==> src/rtl/cp0_unit.sv <==
// cp0_unit: MIPS coprocessor-0 register file (SR/Cause/EPC/PRId) and exception/interrupt sequencer.
// Define CP0_TIMER_EN to add the Count (9) / Compare (11) timer feeding HWInt[5].
module cp0_unit #(
   parameter logic [31:0] PRID_VALUE = 32'h0000_0001
) (
   input  logic        clk,
   input  logic        reset_n,
   input  logic [31:0] M_PC,
   input  logic        M_BD,
   input  logic        M_exc,
   input  logic [4:0]  M_ExcCode,
   input  logic        M_eret,
   input  logic [5:0]  HWInt,
   input  logic        we,
   input  logic [4:0]  wa,
   input  logic [31:0] wd,
   input  logic [4:0]  ra,
   output logic [31:0] rd,
   output logic        req,
   output logic [31:0] EPC_out
);
   localparam int unsigned XLEN = 32;
   localparam int unsigned NINT = 6;
   localparam int unsigned RW   = 5;

   localparam logic [RW-1:0] REG_COUNT   = RW'(9);
   localparam logic [RW-1:0] REG_COMPARE = RW'(11);
   localparam logic [RW-1:0] REG_SR      = RW'(12);
   localparam logic [RW-1:0] REG_CAUSE   = RW'(13);
   localparam logic [RW-1:0] REG_EPC     = RW'(14);
   localparam logic [RW-1:0] REG_PRID    = RW'(15);

   // The FSM state is SR.EXL itself.
   typedef enum logic {NORMAL = 1'b0, HANDLER = 1'b1} state_e;

   state_e          state_q, state_d;
   logic [NINT-1:0] im_q, im_d;
   logic            ie_q, ie_d;
   logic            bd_q, bd_d;
   logic [NINT-1:0] ip_q, ip_d;
   logic [RW-1:0]   exc_code_q, exc_code_d;
   logic [XLEN-1:0] epc_q, epc_d;

   logic [NINT-1:0] hw_eff;
   logic            exl;
   logic            int_req;
   logic            exc_req;
   logic            take;
   logic            wr_en;

`ifdef CP0_TIMER_EN
   logic [XLEN-1:0] count_q, count_d;
   logic [XLEN-1:0] compare_q, compare_d;
   logic            pend_q, pend_d;

   assign hw_eff = {HWInt[NINT-1] | pend_q, HWInt[NINT-2:0]};
`else
   assign hw_eff = HWInt;
`endif

   assign exl     = (state_q == HANDLER);
   assign int_req = ie_q & ~exl & (|(im_q & hw_eff));
   assign exc_req = M_exc & ~exl;
   assign take    = int_req | exc_req;
   // A take this cycle swallows any concurrent mtc0.
   assign wr_en   = we & ~take;

   always_ff @(posedge clk or negedge reset_n) begin
      if (!reset_n) state_q <= NORMAL;
      else          state_q <= state_d;
   end

   always_comb begin
      state_d = state_q;
      case (state_q)
         NORMAL: begin
            if (take)                                 state_d = HANDLER;
            else if (wr_en && wa == REG_SR && wd[1])  state_d = HANDLER;
         end
         HANDLER: begin
            if (M_eret)                               state_d = NORMAL;
            else if (wr_en && wa == REG_SR && !wd[1]) state_d = NORMAL;
         end
         default: state_d = NORMAL;
      endcase
   end

   // Register-file next values (everything except EXL).
   always_comb begin
      im_d       = im_q;
      ie_d       = ie_q;
      bd_d       = bd_q;
      ip_d       = hw_eff;
      exc_code_d = exc_code_q;
      epc_d      = epc_q;
      if (take) begin
         bd_d       = M_BD;
         exc_code_d = int_req ? RW'(0) : M_ExcCode;
         epc_d      = M_BD ? (M_PC - XLEN'(4)) : M_PC;
      end else if (wr_en) begin
         if (wa == REG_SR) begin
            im_d = wd[15:10];
            ie_d = wd[0];
         end
         if (wa == REG_EPC) epc_d = wd;
      end
   end

`ifdef CP0_TIMER_EN
   always_comb begin
      count_d   = count_q + XLEN'(1);
      compare_d = compare_q;
      pend_d    = pend_q | (count_q == compare_q);
      if (wr_en && wa == REG_COUNT) count_d = wd;
      if (wr_en && wa == REG_COMPARE) begin
         compare_d = wd;
         pend_d    = 1'b0;
      end
   end

   always_ff @(posedge clk or negedge reset_n) begin
      if (!reset_n) begin
         count_q   <= '0;
         compare_q <= '1;
         pend_q    <= 1'b0;
      end else begin
         count_q   <= count_d;
         compare_q <= compare_d;
         pend_q    <= pend_d;
      end
   end
`endif

   always_ff @(posedge clk or negedge reset_n) begin
      if (!reset_n) begin
         im_q       <= '0;
         ie_q       <= 1'b0;
         bd_q       <= 1'b0;
         ip_q       <= '0;
         exc_code_q <= '0;
         epc_q      <= '0;
      end else begin
         im_q       <= im_d;
         ie_q       <= ie_d;
         bd_q       <= bd_d;
         ip_q       <= ip_d;
         exc_code_q <= exc_code_d;
         epc_q      <= epc_d;
      end
   end

   // Outputs: read port shows pre-write contents.
   always_comb begin
      req     = take;
      EPC_out = epc_q;
      rd      = '0;
      case (ra)
         REG_SR:    rd = {16'b0, im_q, 8'b0, exl, ie_q};
         REG_CAUSE: rd = {bd_q, 15'b0, ip_q, 3'b0, exc_code_q, 2'b0};
         REG_EPC:   rd = epc_q;
         REG_PRID:  rd = PRID_VALUE;
`ifdef CP0_TIMER_EN
         REG_COUNT:   rd = count_q;
         REG_COMPARE: rd = compare_q;
`endif
         default:   rd = '0;
      endcase
   end

endmodule

==> config.mk <==
export PLATFORM = sky130hd
export DESIGN_NAME = cp0_unit
export DESIGN_NICKNAME = d
export VERILOG_FILES = /design/src/rtl/cp0_unit.sv
export SDC_FILE = /design/constraint.sdc
export NUM_CORES = 1
export LEC_CHECK = 0
export BUFFER_PORTS_ARGS = -buffer_cell sky130_fd_sc_hd__buf_2
export CAP_MARGIN = 20
export CELL_PAD_IN_SITES_DETAIL_PLACEMENT = 2
export CELL_PAD_IN_SITES_GLOBAL_PLACEMENT = 2
export CORE_MARGIN = 2
export CORE_UTILIZATION = 24
export DETAILED_ROUTE_END_ITERATION = 7
export PLACE_DENSITY_LB_ADDON = 0.1
export SLEW_MARGIN = 40
export SYNTH_ARGS = -nofsm -noshare
export SYNTH_HDL_FRONTEND = slang
export SYNTH_SLANG_ARGS = --single-unit
==> constraint.sdc <==
create_clock -name clk -period 1.8 [get_ports clk]
set_input_delay 0.18 -clock clk [delete_from_list [all_inputs] [get_ports clk]]
set_output_delay 0.18 -clock clk [all_outputs]
set_load 0.02 [all_outputs]
==> results of run 1 <==
## metrics by stage
stage | util [%] | worst slack (ps) | std cells | TNS, ps | instance area, µm²
3_3_place_gp | 34.57 | -318.8 | 734 | -3635 | 4762
3_5_place_dp | 34.57 | -382.5 | 734 | -3957 | 4762
6_report | 38.87 | -132.4 | 756 | -412.0 | 5354
4_1_cts | 36.98 | -206.6 | 748 | -1358 | 5094
5_1_grt | 38.85 | -194.4 | 755 | -2095 | 5351
2_1_floorplan | - | -184.1 | 365 | -1427 | 3405
## placed cells by master (no fill, tap or decap), drive strengths merged, types with 8 or more instances in the layout
cell type	n
a211oi	20
a22o	8
a31oi	27
and2	19
buf	224
dfrtp	52
inv	13
mux2	9
mux2i	31
nand2	19
nor2	34
o31ai	9
or3	8
or4	15
xnor2	10
## how the worst min path moves through the flow
stage	to	start
finish	ip_q[2]	HWInt[2]
global route	ip_q[1]	HWInt[1]
CTS	ip_q[2]	HWInt[2]
detailed placement	exc_code_q[1]	reset_n
global placement	EPC_out[3]	reset_n
floorplan	EPC_out[0]	reset_n
## kinds of logic (layout without fill, tap and decap cells)
group           count (synthesis)  after routing
other cells                     0              2
fa+ha+maj                       1              1
xor+xnor                       14             14
flops                          52             52
buf+inv                        40            249
simple gates                  134            134
mux                            40             40
compound gates                 84             84
## worst register-to-register path, delay by kind of cell, from the launching register on
family	cells	cell delay [ps]
compound gates	3	720
buf+inv	4	490
flops	1	410
simple gates	1	180
## power by group
part / switching, mW / total (mW) / internal [mW]
Sequential: 0.419 / 2.07 / 1.65
Clock: 0.504 / 1.03 / 0.530
Combinational: 1.59 / 2.96 / 1.38
Total: 2.51 / 6.06 / 3.55
## per-layer routing
metal | wire length [µm] | vias up | track usage (%) | share of wire, %
li1 | - | 1773 | - | -
met1 | 6355 | 1795 | 24.28 | 45
met5 | 7 | - | 0 | 0.049
met3 | 606 | 11 | 3.346 | 4.3
met2 | 7031 | 85 | 31.15 | 50
met4 | 178 | 2 | 3.664 | 1.3
## sequential cells by signal, indices dropped and copies added (netlist names)
name / cells
EPC_out: 32
bd_q: 1
exc_code_q: 5
exl: 1
ie_q: 1
im_q: 6
ip_q: 6
## final cells by class
| cell class | instances | area (µm²) |
|---|---|---|
| Multi-Input combinational cell | 273 | 2140 |
| Sequential cell | 52 | 1301 |
| Antenna cell | 2 | 5.005 |
| Clock buffer | 5 | 125.1 |
| Fill cell | 1595 | 8419 |
| Inverter | 13 | 50.05 |
| Tap cell | 180 | 225.2 |
| Clock inverter | 3 | 27.53 |
| Timing Repair Buffer | 228 | 1480 |
## repair_timing
action	CTS	global route
setup endpoints to repair	34	38
hold buffers	2	0
endpoints found under the hold margin	53	0
resized for setup	29	36
buffers inserted	4	5
gates cloned	0	2
pin swaps	8	13
==> results.toml, run 1 <==
[floorplan]
rows = 43
die_h_um = 122.3
io_pins = 156
die_area_um2 = 14950
core_um2 = 13770
die_w_um = 122.3
initial_utilization_pct = 24.37

[logic_synthesis]
yosysMostFrequentCell = "dfrtp_1"
synth_edf_count = 0
synth_simple_gate_area_share_pct = 22.36
synth_top_area_share_pct = 38.76
synth_common_cells = "dfrtp_1, nor2_1, mux2i_1, a31oi_1, clkbuf_1"
synth_warnings = 0
synth_top_family_by_area = "simple AND/OR/NAND/NOR gates"
ys_seq_elements = 52
synth_xor_area_share_pct = 3.653
synth.distinct_cells = 44
netlist_instances = 365
syn_area_um2 = 3357
yosys.area.top_type = "dfrtp_1"
yosysSeqAreaShare_pct = 38.76
synth_mux_area_share_pct = 12.26
ys.flop_type = "dfrtp_1"
synth_compound_area_share_pct = 17.67
synthTopCellsByArea = "dfrtp_1, mux2i_1, a31oi_1, a211oi_1, nor2_1"
synth_nets = 457
avgSynthCellArea_um2 = 9.197
synthAdderAreaFrac_pct = 0.3727
synthArstFlopShare_pct = 100.0

[clock_network]
cts_htree_levels = 2
numCtsBuffers = 5
clock_latency_ps = 300
tritoncts = "yes"
clk_pin_slew_ps = 80
cts_buffer_depth = 2
clockRootBuffer = "clkbuf_16"
cts.sinks = 52

[critical_path]
slowest_delay_ps = 410
cp_num_buf_inv = 4
worst-path-max-fanout = 2
worstPathRequired_ps = 1620
arrival_ps = 1750
worst-path-stages = 6
rrSetupSlack_ps = -70
critical_path.startpoint = "im_q[3]"
setup.worst_path.end_class = "primary output"
cpMostUsedCell = "buf_6"
start_kind = "register"
r2r-end = "EPC_out[30]"
worst_r2r_path_depth = 8
crit_path_end = "req"
cp_slowest_cell = "dfrtp_1"
criticalPathCategory = "reg2out"
crit_family = "compound AO/OA/AOI/OAI gates"
reg2reg_from = "im_q[3]"
crit_chain = "a22o_4, o31ai_4, clkinv_2, buf_6, buf_8, buf_6"

[timing]
setup_viol = 9
min_period_ps = 1932
tightest_slew_ps = 454.8
period_share_pct = 107.4
fin_skew_ps = 6.489
finalHoldViolations = 0
rsz0062_at_grt = "true"
final_max_slew_viol_count = 0
fmax_ghz = 0.5175
hold_ws_ps = 12.65
fin_ws_ps = -132.4
max-slew-margin-rel_pct = 69.42

[global_routing]
grt_pass1_wl_um = 21250
antenna_found_initial = 2
grt_pass1_vias = 3960
grt_overflow = 0
grt_use_total_pct = 18.28
grt_max_degree = 53

[layout]
area_growth_syn_to_layout_pct = 59.49
nets = 665
drive_above_1_share_pct = 50.52

[placement]
portBuffers = 155
hpwl_um = 10680
place.gp.congestion = 0.8080

[routing]
firstDrtPassIters = 4
ant_nets = 0
wl_um = 14180
via_per_inst = 4.849
vias = 3666
routedWlPerCell_um = 18.76
drt_iter0_markers = 111
drc = 0

[outcome]
outcome = "complete, but fails checks"
violations = "setup timing"

[flow_run]
drv_cap = 0

[min_path]
hp-class = "in2reg"
hold_depth = 1

[pwr]
leakagePower_nw = 2.469
p_per_area_nw_per_um2 = 1132
ir_worst_vdd_v = 0.0004128
p_total_mw = 6.061
(Power assumes the default switching activity.)
==> inputs of run 2 (changes only) <==
--- a/config.mk
+++ b/config.mk
@@ -5,12 +5,13 @@
 export SDC_FILE = /design/constraint.sdc
 export NUM_CORES = 1
 export LEC_CHECK = 0
+export ABC_AREA = 1
 export BUFFER_PORTS_ARGS = -buffer_cell sky130_fd_sc_hd__buf_2
 export CAP_MARGIN = 20
 export CELL_PAD_IN_SITES_DETAIL_PLACEMENT = 2
 export CELL_PAD_IN_SITES_GLOBAL_PLACEMENT = 2
 export CORE_MARGIN = 2
-export CORE_UTILIZATION = 24
+export CORE_UTILIZATION = 22
 export DETAILED_ROUTE_END_ITERATION = 7
 export PLACE_DENSITY_LB_ADDON = 0.1
 export SLEW_MARGIN = 40
==> run 2 against run 1 <==
The flow now finishes without violations; area after synthesis is 11% higher; sequential share of layout area is 1.4 points higher; register-to-register slack better by 260 ps; clock skew is 2.4 ps higher; first-iteration DRC count is 6.3% higher; non-clock buffer count is 56 lower; total power is 9.4% higher; flip-flop and latch count stayed put; clock power is 6% higher; cell count is 28% higher; setup slack better by 250 ps; critical endpoint unchanged; largest cell class unchanged; highest routed layer is now met4.
==> results.toml, run 2 <==
[critical_path]
arrival_ps = 1510
cpMostUsedCell = "nand2_1"
crit_family = "simple AND/OR/NAND/NOR gates"
crit_chain = "nand2_1, nand2_1, a21oi_2, nand4_2, nand2_4, nand2_8, buf_4"
worstPathRequired_ps = 1620
worst-path-max-fanout = 10
start_kind = "register"
slowest_delay_ps = 380
setup.worst_path.end_class = "primary output"
cp_slowest_cell = "dfrtp_1"
criticalPathCategory = "reg2out"
cp_num_buf_inv = 1

[logic_synthesis]
netlist_instances = 583
ys.flop_type = "dfrtp_1"
synth_warnings = 0
synth_nets = 675
avgSynthCellArea_um2 = 6.413
yosysSeqAreaShare_pct = 34.81
synth_top_area_share_pct = 34.81
synth_common_cells = "nand2_1, inv_1, nor2_1, dfrtp_1"
synthArstFlopShare_pct = 100.0
synth_edf_count = 0
synth.distinct_cells = 35
ys_seq_elements = 52
syn_area_um2 = 3739
synthTopCellsByArea = "dfrtp_1, nand2_1, inv_1, nor2_1, nand3_1"
yosysMostFrequentCell = "nand2_1"
yosys.area.top_type = "dfrtp_1"

[global_routing]
grt_use_total_pct = 18.16
grt_pass1_vias = 4736
antenna_found_initial = 0
grt_pass1_wl_um = 25890
grt_max_degree = 37
grt_overflow = 0

[floorplan]
die_w_um = 134.4
initial_utilization_pct = 22.54
rows = 47
die_h_um = 134.4
die_area_um2 = 18050
core_um2 = 16580
io_pins = 156

[clock_network]
cts_htree_levels = 2
numCtsBuffers = 5
clk_pin_slew_ps = 70
clockRootBuffer = "clkbuf_16"
cts_buffer_depth = 2
tritoncts = "yes"
clock_latency_ps = 290
cts.sinks = 52

[layout]
num_antenna_cells = 0
layout_common_cells = "nand2_1, buf_2, inv_1, nor2_1, dfrtp_1"
area_growth_syn_to_layout_pct = 35.37
final_common_cell = "nand2_1"
largest_reg_flops = 32
nets = 839
drive_above_1_share_pct = 26.87
final_core_util_pct = 30.52

[pwr]
ir_worst_vdd_v = 0.0004631
leakagePower_nw = 2.841
p_per_area_nw_per_um2 = 1311
p_total_mw = 6.634

[min_path]
hp-class = "in2reg"

[placement]
place.gp.congestion = 0.7910
pre_cts_slack_ps = 35.09
hpwl_um = 13570
portBuffers = 155

[routing]
firstDrtPassIters = 4
drc = 0
drt_iter0_markers = 118
via_per_inst = 4.461
ant_nets = 0
wl_um = 16390
routedWlPerCell_um = 16.93
vias = 4318

[timing]
fin_ws_ps = 112.7
rsz0062_at_grt = "false"
min_period_ps = 1687
fin_tns_setup_ps = 0
finalHoldViolations = 0
setup_viol = 0
fin_skew_ps = 8.858
max-slew-margin-rel_pct = 67.97
hold_ws_ps = 11.73
fmax_ghz = 0.5927
tightest_slew_ps = 480.5
final_max_slew_viol_count = 0
period_share_pct = 93.74

[flow_run]
drv_cap = 0

[outcome]
outcome = "finished clean"
==> run 2: final cells by class <==
class,instances,area (µm²)
Multi-Input combinational cell,410,1964
Inverter,106,397.9
Timing Repair Buffer,172,958.4
Sequential cell,52,1301
Tap cell,220,275.3
Clock buffer,6,128.9
Fill cell,2091,11520
Clock inverter,2,35.03
==> run 2: cell families after synthesis <==
family | share of synthesized area [%]
and+or+nand+nor | 37.75
AOI/OAI and AO/OA | 10.51
xor gates and xnor gates | 3.280
DFF | 34.81
buffers and inverters | 13.32
adders and majority gates | 0.3346
==> run 2: stage by stage <==
step / area (µm²) / instances
after floorplan: 3739 / 583
after global placement: 4852 / 957
after detailed placement: 4852 / 957
after CTS: 5019 / 965
after global routing: 5061 / 968
final: 5061 / 968
==> run 2: worst register-to-register path, stage by stage (launching register included) <==
cell     delay (ps)
dfrtp_1         400
nor2_1          280
nand2_4         120
nand2_8         160
buf_12          210
nand3_1         180
nand2_1          90
nand2_1          40
==> run 2: path summary, 6_finish.rpt <==
| kind | startpoint | endpoint | slack (ps) | depth (start not counted) |
|---|---|---|---|---|
| setup / recovery | im_q[2] | req | 110 | 7 |
| setup reg to reg | exl | EPC_out[28] | 190 | 7 |
| hold / removal | HWInt[0] | ip_q[0] | 10 | 1 |
| max in group asynchronous | reset_n | EPC_out[28] | 840 | 3 |
| hold reg to reg | EPC_out[17] | EPC_out[17] | 510 | 2 |
| min in group asynchronous | reset_n | EPC_out[0] | 380 | 2 |
==> run 2: power by group <==
part / internal, mW / switching (mW) / total (mW)
clock network: 0.655 / 0.438 / 1.09
registers: 1.70 / 0.422 / 2.12
logic: 1.16 / 2.26 / 3.42
==> run 2: repair_timing <==
| item | CTS | global route |
|---|---|---|
| resized for setup | 0 | 4 |
| buffers inserted | 0 | 2 |
| setup endpoints to repair | 1 | 19 |
| pin swaps | 0 | 2 |
| endpoints found under the hold margin | 17 | 0 |
| hold buffers | 1 | 0 |
| cloned | 0 | 1 |
==> run 2: routing by layer <==
metal | up-vias | share of wire (%) | track usage (%)
li1 | 2123 | - | -
met1 | 2107 | 49 | 24.99
met4 | 0 | 0.65 | 2.690
met2 | 82 | 48 | 31.63
met3 | 6 | 2.3 | 1.550
met5 | - | 0 | 0
